===== src/rtl/mux_arb_pkg.sv =====
// Shared constants and helpers for the N:1 arbitrated multiplexer.
// Holds the parameter defaults, their legal ranges and a clog2 helper.
package mux_arb_pkg;

  localparam int DATA_WIDTH_DEF = 32;
  localparam int DATA_WIDTH_MIN = 1;
  localparam int DATA_WIDTH_MAX = 64;

  localparam int NUM_CH_DEF = 4;
  localparam int NUM_CH_MIN = 2;
  localparam int NUM_CH_MAX = 16;

  function automatic int clog2(input int n);
    int r;
    r = 0;
    for (int v = n - 1; v > 0; v = v >> 1) begin
      r = r + 1;
    end
    return r;
  endfunction

endpackage


===== src/rtl/mux_arb_nx1_rr_arbiter.sv =====
// One-hot grant generator. Define MUX_ARB_RR_EN for round-robin priority;
// otherwise the lowest requesting index always wins and no pointer exists.
module rr_arbiter
  import mux_arb_pkg::*;
#(
  parameter int NUM_CH = NUM_CH_DEF
) (
  input  logic              clk,
  input  logic              rst,
  input  logic [NUM_CH-1:0] req,
  input  logic              advance,
  output logic [NUM_CH-1:0] grant
);

  localparam int SEL_W = clog2(NUM_CH);

  function automatic logic [NUM_CH-1:0] lowest(input logic [NUM_CH-1:0] v);
    logic [NUM_CH-1:0] g;
    logic              found;
    g     = '0;
    found = 1'b0;
    for (int i = 0; i < NUM_CH; i++) begin
      if (v[i] && !found) begin
        g[i]  = 1'b1;
        found = 1'b1;
      end
    end
    return g;
  endfunction

`ifdef MUX_ARB_RR_EN
  logic [SEL_W-1:0]  ptr;
  logic [SEL_W-1:0]  gidx;
  logic [NUM_CH-1:0] mask;
  logic [NUM_CH-1:0] masked;

  // Requests at or above the pointer go first; fall back to the full vector.
  always_comb begin
    mask = '0;
    for (int i = 0; i < NUM_CH; i++) begin
      mask[i] = (i >= int'(ptr));
    end
    masked = req & mask;
    grant  = (|masked) ? lowest(masked) : lowest(req);
  end

  always_comb begin
    gidx = '0;
    for (int i = 0; i < NUM_CH; i++) begin
      if (grant[i]) begin
        gidx = SEL_W'(i);
      end
    end
  end

  always_ff @(posedge clk or posedge rst) begin
    if (rst) begin
      ptr <= '0;
    end else if (advance && (|req)) begin
      ptr <= (gidx == SEL_W'(NUM_CH - 1)) ? '0 : gidx + 1'b1;
    end
  end
`else
  logic unused_ok;

  assign grant     = lowest(req);
  assign unused_ok = ^{clk, rst, advance};
`endif

endmodule


===== src/rtl/mux_arb_nx1.sv =====
// N:1 arbitrated mux with a one-word registered output stage and
// valid/ready handshakes. Policy selected by macro MUX_ARB_RR_EN.
module mux_arb_nx1
  import mux_arb_pkg::*;
#(
  parameter  int DATA_WIDTH = DATA_WIDTH_DEF,
  parameter  int NUM_CH     = NUM_CH_DEF,
  localparam int SEL_W      = clog2(NUM_CH)
) (
  input  logic                         CLK,
  input  logic                         RST,
  input  logic [NUM_CH*DATA_WIDTH-1:0] IN_DATA,
  input  logic [NUM_CH-1:0]            IN_VALID,
  output logic [NUM_CH-1:0]            IN_READY,
  output logic [DATA_WIDTH-1:0]        OUT_DATA,
  output logic                         OUT_VALID,
  input  logic                         OUT_READY,
  output logic [SEL_W-1:0]             OUT_SEL
);

  if (DATA_WIDTH < DATA_WIDTH_MIN || DATA_WIDTH > DATA_WIDTH_MAX ||
      NUM_CH < NUM_CH_MIN || NUM_CH > NUM_CH_MAX) begin : g_param_check
    $error("mux_arb_nx1: DATA_WIDTH or NUM_CH out of legal range");
  end

  logic [NUM_CH-1:0]     grant;
  logic                  accept;
  logic                  take;
  logic                  ready_en;
  logic [DATA_WIDTH-1:0] sel_data_p0;
  logic [SEL_W-1:0]      sel_idx_p0;
  logic [DATA_WIDTH-1:0] data_p1;
  logic [SEL_W-1:0]      sel_p1;
  logic                  vld_p1;

  rr_arbiter #(
    .NUM_CH (NUM_CH)
  ) u_arb (
    .clk     (CLK),
    .rst     (RST),
    .req     (IN_VALID),
    .advance (take),
    .grant   (grant)
  );

  // ready_en keeps every IN_READY low until the first edge after reset.
  always_ff @(posedge CLK or posedge RST) begin
    if (RST) begin
      ready_en <= 1'b0;
    end else begin
      ready_en <= 1'b1;
    end
  end

  assign accept   = ~vld_p1 | OUT_READY;
  assign take     = ready_en & accept & (|IN_VALID);
  assign IN_READY = take ? grant : '0;

  // Stage p0: select the granted channel.
  always_comb begin
    sel_data_p0 = '0;
    sel_idx_p0  = '0;
    for (int k = 0; k < NUM_CH; k++) begin
      if (grant[k]) begin
        sel_data_p0 = IN_DATA[k*DATA_WIDTH +: DATA_WIDTH];
        sel_idx_p0  = SEL_W'(k);
      end
    end
  end

  // Stage p1: output register, loaded on an input transfer.
  always_ff @(posedge CLK or posedge RST) begin
    if (RST) begin
      data_p1 <= '0;
      sel_p1  <= '0;
      vld_p1  <= 1'b0;
    end else if (take) begin
      data_p1 <= sel_data_p0;
      sel_p1  <= sel_idx_p0;
      vld_p1  <= 1'b1;
    end else if (OUT_READY) begin
      vld_p1  <= 1'b0;
    end
  end

  assign OUT_DATA  = data_p1;
  assign OUT_SEL   = sel_p1;
  assign OUT_VALID = vld_p1;

endmodule


===== config.mk =====
export PLATFORM = sky130hd
export DESIGN_NAME = mux_arb_nx1
export DESIGN_NICKNAME = d
export VERILOG_FILES = /design/src/rtl/mux_arb_pkg.sv /design/src/rtl/mux_arb_nx1_rr_arbiter.sv /design/src/rtl/mux_arb_nx1.sv
export SDC_FILE = /design/constraint.sdc
export NUM_CORES = 1
export LEC_CHECK = 0
export CAP_MARGIN = 20
export CORE_ASPECT_RATIO = 1.2
export CORE_MARGIN = 2
export CORE_UTILIZATION = 33
export DETAILED_ROUTE_END_ITERATION = 8
export PLACE_DENSITY = 0.78
export SLEW_MARGIN = 40
export SYNTH_ARGS = -nofsm -noshare
export SYNTH_HDL_FRONTEND = slang
export SYNTH_SLANG_ARGS = --single-unit

===== constraint.sdc =====
create_clock -name CLK -period 1.2 [get_ports CLK]
set_input_delay 0.18 -clock CLK [delete_from_list [all_inputs] [get_ports CLK]]
set_output_delay 0.18 -clock CLK [all_outputs]
set_load 0.05 [all_outputs]

==> reports/results.tsv, run 1 <==
stage	metric	value	unit
sta	Max Clk Rate	654	MHz
die	number of rows created at floorplan	35	
grt	initial antenna violation count	0	
logic_synthesis	synth unique cells	30	
grt	total gr overflow	0	
critical_path	critical path's top delay family	simple AND/OR/NAND/NOR gates	
min_path	path class of the lowest-slack min-delay path	primary input to asynchronous set/reset pin	
sta	post-route worst setup slack	-0.328	ns
sta	RSZ-0062 raised after global routing	true	
sta	post-route fraction of the period consumed by the critical path	1.27	
grt	maximum number of pins on one net before global-route repair	37	
layout	relative area change from synthesis to final layout	97.7	%
layout	fraction of layout instances using a drive strength above 1	0.192	
grt	global-route wire length before repair	14600	um
critical_path	Crit-path slowest cell	dfrtp_2	
cts	cts bufs inserted	5	
layout	Cell Count, Final, Fillers Out	593	
outcome	violated checks	setup timing	
sta	total of endpoints with negative setup slack in the final report	37	
critical_path	CP Data Required Time	1.02	ns
critical_path	Critical Setup Path Class	flip-flop to output pin	
layout	total number of nets in the final design	635	
layout	number of filler cells placed in the layout	632	
critical_path	delay of the slowest cell on the worst path	0.43	ns
logic_synthesis	Post-Synthesis Net Count	451	
logic_synthesis	synthesis warning total	0	
cts	Sink Count	36	
power_and_ir_drop	cell leakage power	2.34	nW
route	number of violations reported at the end of detailed-routing iteration 0	202	
place	count of placed standard cells including taps	575	
die	full die area	8720	um2
grt	via count of the first global-routing pass	3116	
cts	maximum buffer depth of the clock tree	2	
power_and_ir_drop	clock network fraction of design power	0.165	
outcome	run status	complete, but fails checks	
power_and_ir_drop	total power per unit cell area	1030	nW/um2
cts	CTS HTree Levels	2	
power_and_ir_drop	largest voltage drop on the vdd net	0.589	mV
cts	Post-CTS Hold Fix Bufs	0	
sta	Sum Neg Setup Slack	-7.07	ns
power_and_ir_drop	sequential group share of total power	0.304	
sta	final critical delay including setup and external delays	1.53	ns
run	Max-Cap Viols	0	
sta	worst hold slack after final layout	0.241	ns
logic_synthesis	Syn Area/Cell	8.34	um2
die	Core Footprint	7710	um2
sta	hold violation total from the final report	0	
layout	commonest cells after routing, fill and taps aside	130 x clkdlybuf4s50_1, 66 x inv_1, 45 x buf_12, 36 x nand2_1, 35 x dfrtp_1	
logic_synthesis	post-synthesis sequential area ratio	0.342	
route	first-pass detailed-route iteration total	7	
power_and_ir_drop	switching share of power	0.360	
power_and_ir_drop	combinational cell fraction of total power	0.531	
route	Routed WL per cell	15.9	um
route	drt drc	0	
route	vias	3029	
grt	global routing usage summed across all routing layers	0.209	
logic_synthesis	post-synthesis register bit count	36	
critical_path	data arrival time of the worst path	1.35	ns
route	via density per instance	5.11	
cts	clock transition at the registers of the reported paths	0.08	ns
critical_path	worst path buffer plus inverter count	1	
place	post-detailed-placement half-perimeter wirelength	7170	um
die	width of the die	85.6	um
die	number of ports placed on the die boundary	174	
route	antenna viol nets, final	0	
die	Initial Utilization	0.342	
critical_path	category of the worst setup path launch point	flip-flop	
logic_synthesis	Post-Syn Instances	316	
cts	Root Buffer Master	clkbuf_8	
sta	worst-case clock skew	0.0115	ns
logic_synthesis	area of the mapped netlist	2640	um2
critical_path	cell-by-cell listing of the critical path	nand2b_4 > and2_4 > nor3b_4 > buf_12	
layout	final design utilization	0.676	
power_and_ir_drop	reported net switching power	1.94	mW
critical_path	kind of capture point of the worst setup path	output pin	
cts	insertion delay to the later sink of the worst-skew pair	0.29	ns
place	Final GP Congestion	0.834	
die	die height	102	um
layout	Antenna Diode Count	0	
place	Port Buf Inserts	173	
power_and_ir_drop	cell internal pwr	3.45	mW
cts	CTS tree	built	
critical_path	Crit Path Max Fanout	4	
sta	Final Max Slew Viols	0	
route	wire length after detailed routing	9450	um
layout	most frequent standard cell in the layout excluding fill and tap cells	clkdlybuf4s50_1	
==> kinds of logic (layout without fill, tap and decap cells) <==
kind of cell | count (synthesis) | count (layout) | share of synthesized area
other | 1 | 1 | 0.00142
DFF | 36 | 36 | 0.342
and+or+nand+nor | 110 | 110 | 0.245
buffers and inverters | 98 | 283 | 0.167
AOI/OAI and AO/OA | 71 | 71 | 0.244
==> synth_stat cells <==
cell | count | area, um2
buf_2 | 6 | 30.0
nand3b_1 | 1 | 7.51
nor3b_1 | 32 | 240
a222oi_1 | 31 | 310
buf_6 | 5 | 56.3
inv_1 | 66 | 248
nand2_1 | 36 | 135
dfrtp_1 | 36 | 901
or4_4 | 1 | 11.3
nand2b_1 | 1 | 6.26
and4_1 | 1 | 8.76
a31oi_1 | 2 | 12.5
a41oi_1 | 1 | 8.76
clkbuf_2 | 1 | 5.00
a21o_1 | 2 | 15.0
clkbuf_1 | 13 | 48.8
conb_1 | 1 | 3.75
a2bb2oi_1 | 1 | 8.76
o211ai_1 | 1 | 7.51
and3_1 | 2 | 12.5
o31a_1 | 31 | 272
nor3_1 | 1 | 5.00
or2_2 | 1 | 6.26
a21oi_1 | 1 | 5.00
o21ai_0 | 1 | 5.00
nor2b_1 | 31 | 194
nor2_1 | 1 | 3.75
nand3_2 | 1 | 10.0
and2_1 | 1 | 6.26
buf_4 | 7 | 52.6
==> worst register-to-register path: stages (launching register included) <==
cell	delay [ns]
dfrtp_2	0.39
nand2b_4	0.07
and2_4	0.17
buf_4	0.16
bufbuf_16	0.27
a222oi_1	0.26
==> power by group through the flow <==
stage	Sequential (mW)	Clock, mW	Combinational, mW
after detailed placement	1.66	0	2.81
final	1.64	0.891	2.86
after CTS	1.64	0.917	2.86
after global routing	1.66	0.977	3.00
after floorplan	2.23	0	0.635
after global placement	1.64	0	2.77
==> routing by layer <==
metal  GRT usage  up-vias  routed length (um)
met5           0        -                   0
met4      0.0720        0                 144
met3      0.0493        8                 760
met2       0.404      134                5200
met1       0.221     1426                3340
li1            -     1461                   -
==> worst paths after layout <==
kind / startpoint / to / slack (ns) / depth (start not counted)
min: RST / OUT_DATA[30] / 0.24 / 3
min reg2reg: OUT_SEL[1] / OUT_SEL[1] / 0.58 / 2
min in group CLK: IN_VALID[1] / OUT_DATA[26] / 0.36 / 4
max in group asynchronous: RST / OUT_DATA[12] / 0.77 / 3
max reg2reg: OUT_VALID / OUT_DATA[20] / -0.24 / 5
max: OUT_VALID / IN_READY[1] / -0.33 / 4
==> what timing repair did <==
action | CTS | global route
cloned | 1 | 1
pin swaps | 17 | 15
buffers inserted | 2 | 6
resized for setup | 10 | 2
setup endpoints to repair | 37 | 38
hold endpoints to repair | 0 | 0
==> state kept, by name (all words and copies together), names as in the netlist <==
name / count
OUT_VALID: 1
OUT_SEL: 2
ready_en: 1
OUT_DATA: 32
==> stage by stage <==
step	power, mW	instance area (um2)	setup WS, ns
2_1_floorplan	2.86	2690	-0.561
3_3_place_gp	4.41	4960	-0.512
3_5_place_dp	4.47	4960	-0.583
4_1_cts	5.42	5130	-0.338
5_1_grt	5.64	5210	-0.383
6_report	5.39	5210	-0.328
==> layout make-up <==
type	instances	area (um2)	share of cell area
repair buffers	209	2500	0.481
multi-input cells	182	1350	0.259
flip-flops and latches	36	902	0.173
inverters	66	248	0.0475
well taps	92	115	0.0221
clock buffers	8	90.1	0.0173
No activity file was read; power rests on OpenSTA's default activity.
==> run 2: changes to the inputs <==
--- a/config.mk
+++ b/config.mk
@@ -10,7 +10,7 @@
 export CORE_MARGIN = 2
 export CORE_UTILIZATION = 33
 export DETAILED_ROUTE_END_ITERATION = 8
-export PLACE_DENSITY = 0.78
+export PLACE_DENSITY = 0.89
 export SLEW_MARGIN = 40
 export SYNTH_ARGS = -nofsm -noshare
 export SYNTH_HDL_FRONTEND = slang
==> run 2 against run 1 <==
Effect of this change: the run still ends with setup timing left; first-iteration DRC count is 5.0% lower; sequential share of layout area is 0.14 points lower; flip-flop and latch count stayed put; clock-buffer cell count shrank 2; cell count increased by 0.67%; non-clock buffer count is 4 higher; hold slack lost 0.0043 ns; utilization is 0.57 points higher; total power shrank 0.25%; critical endpoint unchanged; largest cell class unchanged; highest routed layer unchanged.
==> reports/results.tsv, run 2 (synthesis results as in run 1) <==
stage	metric	value	unit	change
outcome	run status	complete, but fails checks		unchanged
outcome	violated checks	setup timing		unchanged
power_and_ir_drop	total power per unit cell area	1020	nW/um2	was 1030 nW/um2
sta	Final Max Slew Viols	0		unchanged
route	met3 wire len	711	um	was 760 um
sta	worst hold slack after final layout	0.237	ns	was 0.241 ns
critical_path	worst path buffer plus inverter count	1		unchanged
critical_path	Reg-to-Reg Start	OUT_VALID		unchanged
cts	maximum buffer depth of the clock tree	2		unchanged
sta	post-route fraction of the period consumed by the critical path	1.28		was 1.27
grt	via count of the first global-routing pass	3308		was 3,116
die	number of ports placed on the die boundary	174		unchanged
cts	CTS HTree Levels	2		unchanged
layout	fraction of layout instances using a drive strength above 1	0.200		was 0.192
grt	global-route wire length before repair	15300	um	was 14,600 um
critical_path	category of the worst setup path launch point	flip-flop		unchanged
grt	maximum number of pins on one net before global-route repair	53		was 37
layout	commonest cells after routing, fill and taps aside	130 x clkdlybuf4s50_1, 66 x inv_1, 45 x buf_12, 36 x nand2_1, 35 x dfrtp_1		unchanged
die	Core Footprint	7710	um2	unchanged
layout	most frequent standard cell in the layout excluding fill and tap cells	clkdlybuf4s50_1		unchanged
route	number of violations reported at the end of detailed-routing iteration 0	192		was 202
sta	worst-case clock skew	0.00628	ns	was 0.0115 ns
grt	global routing usage summed across all routing layers	0.219		was 0.209
layout	Finished Cell Area	5260	um2	was 5210 um2
layout	flip-flop count of the largest register after layout	32		unchanged
power_and_ir_drop	cell leakage power	2.36	nW	was 2.34 nW
critical_path	data arrival time of the worst path	1.36	ns	was 1.35 ns
critical_path	Crit Path Max Fanout	4		unchanged
cts	CTS tree	built		unchanged
run	Max-Cap Viols	0		unchanged
critical_path	CP Data Required Time	1.02	ns	about the same
layout	footprint of the flip-flops and latches	902	um2	unchanged
power_and_ir_drop	Design Power	5.38	mW	was 5.39 mW
cts	Sink Count	36		unchanged
critical_path	delay of the slowest cell on the worst path	0.43	ns	about the same
cts	insertion delay to the later sink of the worst-skew pair	0.28	ns	was 0.29 ns
route	highest metal used	met4		unchanged
sta	post-route worst setup slack	-0.337	ns	was -0.328 ns
layout	total number of nets in the final design	639		was 635
route	wire length after detailed routing	9960	um	was 9450 um
place	post-detailed-placement half-perimeter wirelength	7370	um	was 7170 um
route	vias	3092		was 3,029
place	DP Area	4930	um2	was 4960 um2
die	width of the die	85.6	um	unchanged
critical_path	kind of capture point of the worst setup path	output pin		unchanged
critical_path	critical path's top delay family	simple AND/OR/NAND/NOR gates		unchanged
sta	total of endpoints with negative setup slack in the final report	36		was 37
die	die height	102	um	unchanged
power_and_ir_drop	largest voltage drop on the vdd net	0.573	mV	was 0.589 mV
place	Port Buf Inserts	173		unchanged
route	Routed WL per cell	16.7	um	was 15.9 um
route	drt drc	0		unchanged
layout	number of filler cells placed in the layout	585		was 632
cts	Post-CTS Hold Fix Bufs	0		unchanged
route	first-pass detailed-route iteration total	6		was 7
critical_path	origin of the worst setup path	OUT_VALID		unchanged
cts	cts bufs inserted	5		unchanged
grt	total gr overflow	0		unchanged
layout	relative area change from synthesis to final layout	99.4	%	was 97.7%
sta	Max Clk Rate	651	MHz	was 654 MHz
die	Initial Utilization	0.342		unchanged
grt	initial antenna violation count	1		was 0
critical_path	cell-by-cell listing of the critical path	nand2b_4 > and2_4 > nor3b_4 > buf_12		unchanged
die	number of rows created at floorplan	35		unchanged
cts	clock transition at the registers of the reported paths	0.07	ns	was 0.08 ns
sta	hold violation total from the final report	0		unchanged
critical_path	Crit-path slowest cell	dfrtp_2		unchanged
route	WL met2	5340	um	was 5200 um
route	antenna viol nets, final	0		unchanged
route	via density per instance	5.18		was 5.11
die	full die area	8720	um2	unchanged
sta	RSZ-0062 raised after global routing	true		unchanged
min_path	path class of the lowest-slack min-delay path	primary input to asynchronous set/reset pin		unchanged
place	Final GP Congestion	0.845		was 0.834
layout	area of the multi-input gates	1350	um2	about the same
critical_path	Critical Setup Path Class	flip-flop to output pin		unchanged
route	Met1 Wirelength	3700	um	was 3340 um
cts	Root Buffer Master	clkbuf_8		unchanged
sta	final critical delay including setup and external delays	1.54	ns	was 1.53 ns
==> run 2: changes by cell type in the layout (fill, tap and decap cells not counted), sizes merged <==
| cell | previous run | this run |
|---|---|---|
| buf | 75 | 81 |
| clkinv | 0 | 1 |
| bufbuf | 1 | 0 |
| diode | 0 | 1 |
| dlygate4sd2 | 2 | 1 |
| clkbuf | 9 | 7 |
==> run 2: per-stage QoR <==
stage | instances | setup WS [ns] | util | setup TNS [ns]
after floorplan | 316 | -0.561 | - | -11.00
after global placement | 571 | -0.489 | 0.639 | -17.58
after detailed placement | 571 | -0.530 | 0.639 | -18.43
after CTS | 592 | -0.339 | 0.677 | -7.51
after global routing | 597 | -0.371 | 0.682 | -9.57
final | 597 | -0.337 | 0.682 | -7.68
==> run 2: final timing paths <==
| check | end | slack (ns) | cells past startpoint |
|---|---|---|---|
| max reg2reg | OUT_DATA[25] | -0.28 | 6 |
| max | IN_READY[1] | -0.34 | 4 |
| min in group CLK | OUT_DATA[10] | 0.44 | 3 |
| min | OUT_DATA[6] | 0.24 | 3 |
| max in group asynchronous | OUT_VALID | 0.70 | 3 |
| min reg2reg | OUT_SEL[1] | 0.57 | 2 |
==> run 2: worst reg2reg max path, cell delays in order (launching register included) <==
cell and delay [ns]:
dfrtp_2 0.39, nand2b_4 0.07, and2_4 0.15, buf_4 0.13, buf_8 0.13, buf_12 0.13, a222oi_1 0.34
==> run 2: per-layer routing <==
metal / GRT usage / vias to the layer above
met2: 0.415 / 131
met4: 0.0818 / 0
met5: 0 / -
li1: - / 1476
met1: 0.232 / 1467
met3: 0.0565 / 18
==> run 2: layout make-up <==
| class | count | share of cell area |
|---|---|---|
| Antenna cell | 1 | 0.000476 |
| Clock buffer | 6 | 0.0138 |
| Clock inverter | 1 | 0.000952 |
| Inverter | 66 | 0.0471 |
| Multi-Input combinational cell | 182 | 0.257 |
| Sequential cell | 36 | 0.172 |
| Tap cell | 92 | 0.0219 |
| Timing Repair Buffer | 213 | 0.487 |
==> run 2: what timing repair did <==
action,CTS,global route
setup endpoints to repair,37,36
pin swaps,31,11
buffers inserted,11,5
resized for setup,14,6
cloned,3,0
==> run 2: power breakdown <==
group	internal [mW]	switching [mW]
sequential	1.41	0.227
clock	0.395	0.420
combinational	1.60	1.32
total	3.41	1.97
==> run 3: changes to the inputs <==
--- a/config.mk
+++ b/config.mk
@@ -8,9 +8,11 @@
 export CAP_MARGIN = 20
 export CORE_ASPECT_RATIO = 1.2
 export CORE_MARGIN = 2
-export CORE_UTILIZATION = 33
+export CORE_UTILIZATION = 51
 export DETAILED_ROUTE_END_ITERATION = 8
-export PLACE_DENSITY = 0.89
+export DONT_BUFFER_PORTS = 1
+export PLACE_DENSITY = 0.8
+export REMOVE_ABC_BUFFERS = 1
 export SLEW_MARGIN = 40
 export SYNTH_ARGS = -nofsm -noshare
 export SYNTH_HDL_FRONTEND = slang
==> run 3 against run 2 <==
Effect of this change: the flow still finishes with violations (setup timing); maximum frequency increased by 1.7%; worst setup slack improved by 0.025 ns; sequential power decreased by 7%; first-iteration DRC count increased by 14%; final area decreased by 37%; routed wire length decreased by 28%; clock-buffer cell count unchanged; combinational power decreased by 37%; via count decreased by 20%; largest power group unchanged; highest routed layer unchanged.
==> reports/results.tsv, run 3 (synthesis results as in run 1) <==
stage	metric	value	unit	change
place	Final GP Congestion	0.745		was 0.845
die	width of the die	69.6	um	was 85.6 um
sta	Final Max Slew Viols	0		unchanged
critical_path	delay of the slowest cell on the worst path	0.41	ns	was 0.43 ns
outcome	violated checks	setup timing		unchanged
critical_path	Crit-path slowest cell	dfrtp_1		was dfrtp_2
critical_path	critical path's top delay family	flip-flops		was simple AND/OR/NAND/NOR gates
sta	worst-case clock skew	0.00309	ns	was 0.00628 ns
min_path	path class of the lowest-slack min-delay path	primary input to flip-flop		was primary input to asynchronous set/reset pin
place	Port Buf Inserts	0		was 173
route	vias	2472		was 3,092
grt	maximum number of pins on one net before global-route repair	71		was 53
layout	total number of nets in the final design	491		was 639
grt	via count of the first global-routing pass	2344		was 3,308
route	Routed WL per cell	17.2	um	was 16.7 um
sta	Sum Neg Setup Slack	-6.18	ns	was -7.68 ns
cts	CTS tree	built		unchanged
critical_path	Critical Setup Path Class	flip-flop to flip-flop		was flip-flop to output pin
layout	number of filler cells placed in the layout	394		was 585
route	via density per instance	5.94		was 5.18
critical_path	CP Data Required Time	1.35	ns	was 1.02 ns
cts	cts bufs inserted	5		unchanged
critical_path	cell-by-cell listing of the critical path	nand2b_4 > buf_6 > nand3_4 > bufbuf_16 > a222oi_1		was nand2b_4 > and2_4 > nor3b_4 > buf_12
sta	hold violation total from the final report	0		unchanged
die	number of rows created at floorplan	28		was 35
critical_path	worst path buffer plus inverter count	2		was 1
layout	Finished Cell Area	3320	um2	was 5260 um2
layout	relative area change from synthesis to final layout	26.1	%	was 99.4%
sta	RSZ-0062 raised after global routing	true		unchanged
die	Core Footprint	4970	um2	was 7710 um2
cts	clock transition at the registers of the reported paths	0.07	ns	about the same
sta	final critical delay including setup and external delays	1.51	ns	was 1.54 ns
die	full die area	5760	um2	was 8720 um2
die	Initial Utilization	0.530		was 0.342
die	number of ports placed on the die boundary	174		unchanged
critical_path	data arrival time of the worst path	1.66	ns	was 1.36 ns
layout	commonest cells after routing, fill and taps aside	66 x inv_1, 47 x buf_4, 36 x nand2_1, 35 x dfrtp_1		was 130 x clkdlybuf4s50_1, 66 x inv_1, 45 x buf_12, 36 x nand2_1, 35 x dfrtp_1
cts	insertion delay to the later sink of the worst-skew pair	0.28	ns	about the same
cts	Root Buffer Master	clkbuf_8		unchanged
layout	Cell Count, Final, Fillers Out	416		was 597
layout	Antenna Diode Count	0		was 1
critical_path	kind of capture point of the worst setup path	flip-flop		was output pin
power_and_ir_drop	total power per unit cell area	1250	nW/um2	was 1020 nW/um2
grt	initial antenna violation count	0		was 1
layout	final design utilization	0.668		was 0.682
grt	global routing usage summed across all routing layers	0.238		was 0.219
place	DP Area	2990	um2	was 4930 um2
route	first-pass detailed-route iteration total	7		was 6
route	wire length after detailed routing	7170	um	was 9960 um
outcome	run status	complete, but fails checks		unchanged
layout	most frequent standard cell in the layout excluding fill and tap cells	inv_1		was clkdlybuf4s50_1
route	number of violations reported at the end of detailed-routing iteration 0	219		was 192
die	die height	82.8	um	was 102 um
route	antenna viol nets, final	0		unchanged
sta	total of endpoints with negative setup slack in the final report	35		was 36
cts	CTS HTree Levels	2		unchanged
cts	maximum buffer depth of the clock tree	2		unchanged
grt	global-route wire length before repair	10900	um	was 15,300 um
power_and_ir_drop	cell leakage power	1.60	nW	was 2.36 nW
sta	post-route fraction of the period consumed by the critical path	1.26		was 1.28
critical_path	Crit Path Max Fanout	5		was 4
power_and_ir_drop	largest voltage drop on the vdd net	0.740	mV	was 0.573 mV
critical_path	category of the worst setup path launch point	flip-flop		unchanged
place	count of placed standard cells including taps	397		was 571
cts	Sink Count	36		unchanged
place	post-detailed-placement half-perimeter wirelength	4780	um	was 7370 um
sta	Max Clk Rate	661	MHz	was 651 MHz
layout	flip-flop count of the largest register after layout	32		unchanged
place	pre-CTS worst setup slack	-0.230	ns	was -0.530 ns
grt	total gr overflow	0		unchanged
layout	fraction of layout instances using a drive strength above 1	0.228		was 0.200
run	Max-Cap Viols	0		unchanged
route	drt drc	0		unchanged
sta	post-route worst setup slack	-0.312	ns	was -0.337 ns
## run 3: changes by cell type in the layout (fill, tap and decap cells not counted), sizes merged
cell,previous run,this run
clkdlybuf4s50,130,0
buf,81,62
bufbuf,0,2
clkbuf,7,6
diode,1,0
dlygate4sd2,1,0
dlygate4sd3,0,1
## run 3: layer usage
metal  global-route usage  vias to the layer above  share of wire
met5                    0                        -              0
met4               0.0904                        0          0.024
met3               0.0534                       17          0.075
met2                0.452                      129           0.53
met1                0.264                     1156           0.37
li1                     -                     1170              -
## run 3: worst paths after layout
path	to	cells after the start	start	slack [ns]
max	OUT_DATA[11]	5	OUT_VALID	-0.31
min	OUT_DATA[21]	2	IN_DATA[117]	0.04
max reg2reg	OUT_DATA[11]	5	OUT_VALID	-0.31
min reg2reg	OUT_DATA[3]	2	OUT_DATA[3]	0.55
max in group asynchronous	ready_en	3	RST	0.38
min in group asynchronous	OUT_DATA[11]	3	RST	0.46
## run 3: per-stage QoR
step / power (mW) / hold WS, ns
floorplan: 2.74 / 0.317
global placement: 3.21 / 0.205
detailed placement: 3.25 / 0.212
CTS: 4.16 / 0.0281
global route: 4.38 / 0.0222
finish: 4.15 / 0.0383
## run 3: power by group
part	internal (mW)	switching (mW)
Combinational	0.724	1.12
Sequential	1.41	0.111
Clock	0.394	0.386
## run 3: final cells by class
class                   instances  area, um2  area share
multi-input cells             182       1350       0.405
flip-flops and latches         36        902       0.271
repair buffers                 65        676       0.203
inverters                      66        248      0.0745
well taps                      60       75.1      0.0226
clock buffers                   6       72.6      0.0218
clock inverters                 1       5.00     0.00151
## run 3: worst reg2reg max path, cell delays in order, from the launching register on
cell	delay (ns)
dfrtp_1	0.41
nand2b_4	0.11
buf_6	0.10
nand3_4	0.10
bufbuf_16	0.29
a222oi_1	0.38
## run 3: timing repair
item,CTS,global route
hold buffers,1,0
gates resized for setup,15,8
pin swaps,21,19
buffers inserted,5,3
cloned,4,0
hold endpoints to repair,36,0
setup endpoints to repair,35,36
==> RTL change (settings of run 1) <==
Change the package constant `NUM_CH_DEF` from 4 to 5.
--- a/src/rtl/mux_arb_pkg.sv
+++ b/src/rtl/mux_arb_pkg.sv
@@ -8,3 +8,3 @@
 
-  localparam int NUM_CH_DEF = 4;
+  localparam int NUM_CH_DEF = 5;
   localparam int NUM_CH_MIN = 2;
Interface: changed (resized IN_DATA, IN_READY, IN_VALID and OUT_SEL); port bits go from 174 to 209. No check against the original RTL was run, so the function may have changed too.
==> RTL change against run 1 <==
The run still ends with setup timing left; cell area is 15% higher; sequential cell count is 1 higher; synthesized cell count grew 2.8%; routed wire length is 39% higher; worst setup slack worse by 83 ps; count of clock-buffer cells in the layout is the same; synthesized area up 1.5%; total power up 7.0%; clock power grew 5.7%; combinational power up 10%.
==> RTL change: results (changes against run 1) <==
| Metric | Value |
|---|---|
| Post-DP Area | `5400 sq um (+8.9%)` |
| CP Data Required Time | `1020 ps (about the same)` |
| CTS H-tree lvls | `2 (unchanged)` |
| Post-synth top flop | `dfrtp_1` |
| Synth Instances | `325 (+2.8%)` |
| Failing checks | `setup timing` |
| Vias in the first global route | `3664 (+18%)` |
| Pre-CTS setup slack | `-879 ps (-295 ps)` |
| NumNets Final | `722 (+14%)` |
| Outcome | `finished with violations` |
| Dpl cells | `622 (+8.2%)` |
| Setup violations, final | `40 (+8.1%)` |
| Post-DP HPWL | `8840 um (+23%)` |
| Final setup TNS | `-12150 ps (-5090 ps)` |
| Largest net degree at the start of global routing | `55 (+49%)` |
| Post-synth top cells | `37 x dfrtp_1, 37 x nand2_1, 37 x nor2_1` |
| Reg2reg setup slack | `-380 ps (-140 ps)` |
| Worst hold slack | `256 ps (+15.3 ps)` |
| Rel. slew slack | `66.2%` |
| Root buffer selected by CTS | `clkbuf_8` |
| Fraction of layout cells with a size suffix above 1 | `23.6% (+4.4 points)` |
| Final estimated routing congestion in global placement | `0.797 (-4.4%)` |
| Pre-antenna DRT Iters | `4 (-3)` |
| Via count | `3614 (+19%)` |
| Post-route insts no fill | `647 (+9.1%)` |
| CTS buffer count | `5 (unchanged)` |
| Wire per inst | `20.2 um (+27%)` |
| Seq/Total Area, Yosys | `34.6% (+0.44 points)` |
| Netlist cell types | `26 (-13%)` |
| Count of input and output buffers | `208 (+20%)` |
| VDD IR max | `0.476 mV (-19%)` |
| Final setup margin | `-412 ps (-83.1 ps)` |
| Fill count | `526 (-17%)` |
| Setup Skew | `10.7 ps (-0.819 ps)` |
| Initial DRC count | `206 (+2.0%)` |
| Area contributors post-synth | `dfrtp_1 35%, a2bb2oi_1 10%, a211oi_1 9.0%, nand3b_1 9.0%, o31ai_1 9.0%` |
| Mapped Nets | `493 (+9.3%)` |
| First-pass GRT wire length | `18300 um (+26%)` |
| Tot GR Track Use | `26.7% (+5.8 points)` |
| Max FO, Critical Path | `7 (+3)` |
| Leakage | `2.44 nW (+4.1%)` |
[RTL change: per-layer routing]
layer / wire length [um] / global-route usage, %
met1: 5000 / 29.3
met2: 6780 / 50.1
met3: 973 / 6.73
met4: 329 / 9.13
met5: 0 / 0
[RTL change: power breakdown]
group | leakage, nW | internal, mW | switching, mW
logic | 1.94 | 1.72 | 1.43
registers | 0.453 | 1.44 | 0.231
clock network | 0.0455 | 0.470 | 0.472
[RTL change: path summary, 6_finish.rpt]
check                            start      endpoint  cells after the start
setup / recovery           IN_VALID[0]   IN_READY[1]                      6
hold / removal                     RST  OUT_DATA[24]                      3
setup reg to reg             OUT_VALID  OUT_DATA[30]                      7
hold reg to reg            OUT_DATA[7]   OUT_DATA[7]                      2
max in group asynchronous          RST     OUT_VALID                      3
min in group CLK           IN_VALID[0]     OUT_VALID                      4
[RTL change: area by class of cell]
cell class | count | area [sq um] | share of cell area [%]
tap | 92 | 115 | 1.93
timing repair buffer | 259 | 3090 | 51.7
multi-input combinational | 248 | 1740 | 29.1
clock buffer | 8 | 90.1 | 1.51
sequential | 37 | 927 | 15.5
inverter | 3 | 11.3 | 0.189
[RTL change: logic make-up (layout without fill, tap and decap cells)]
family / Yosys count / in the layout / synth area share, %
flops: 37 / 37 / 34.6
other cells: 1 / 1 / 0.140
buf+inv: 40 / 270 / 7.81
compound gates: 135 / 135 / 36.1
simple gates: 112 / 112 / 21.3
[RTL change: worst max-delay path, cell delays in order]
cell and delay, ps:
buf_6 90, or4_4 540, o211ai_4 230, buf_12 170, nor3b_4 50, buf_6 150
[RTL change: what timing repair did]
item | 4_1_cts | 5_1_grt
resized for setup | 37 | 25
gates cloned | 3 | 6
pin swaps | 10 | 6
endpoints found under the hold margin | 0 | 0
endpoints found under the setup margin | 41 | 41
buffers inserted | 6 | 4
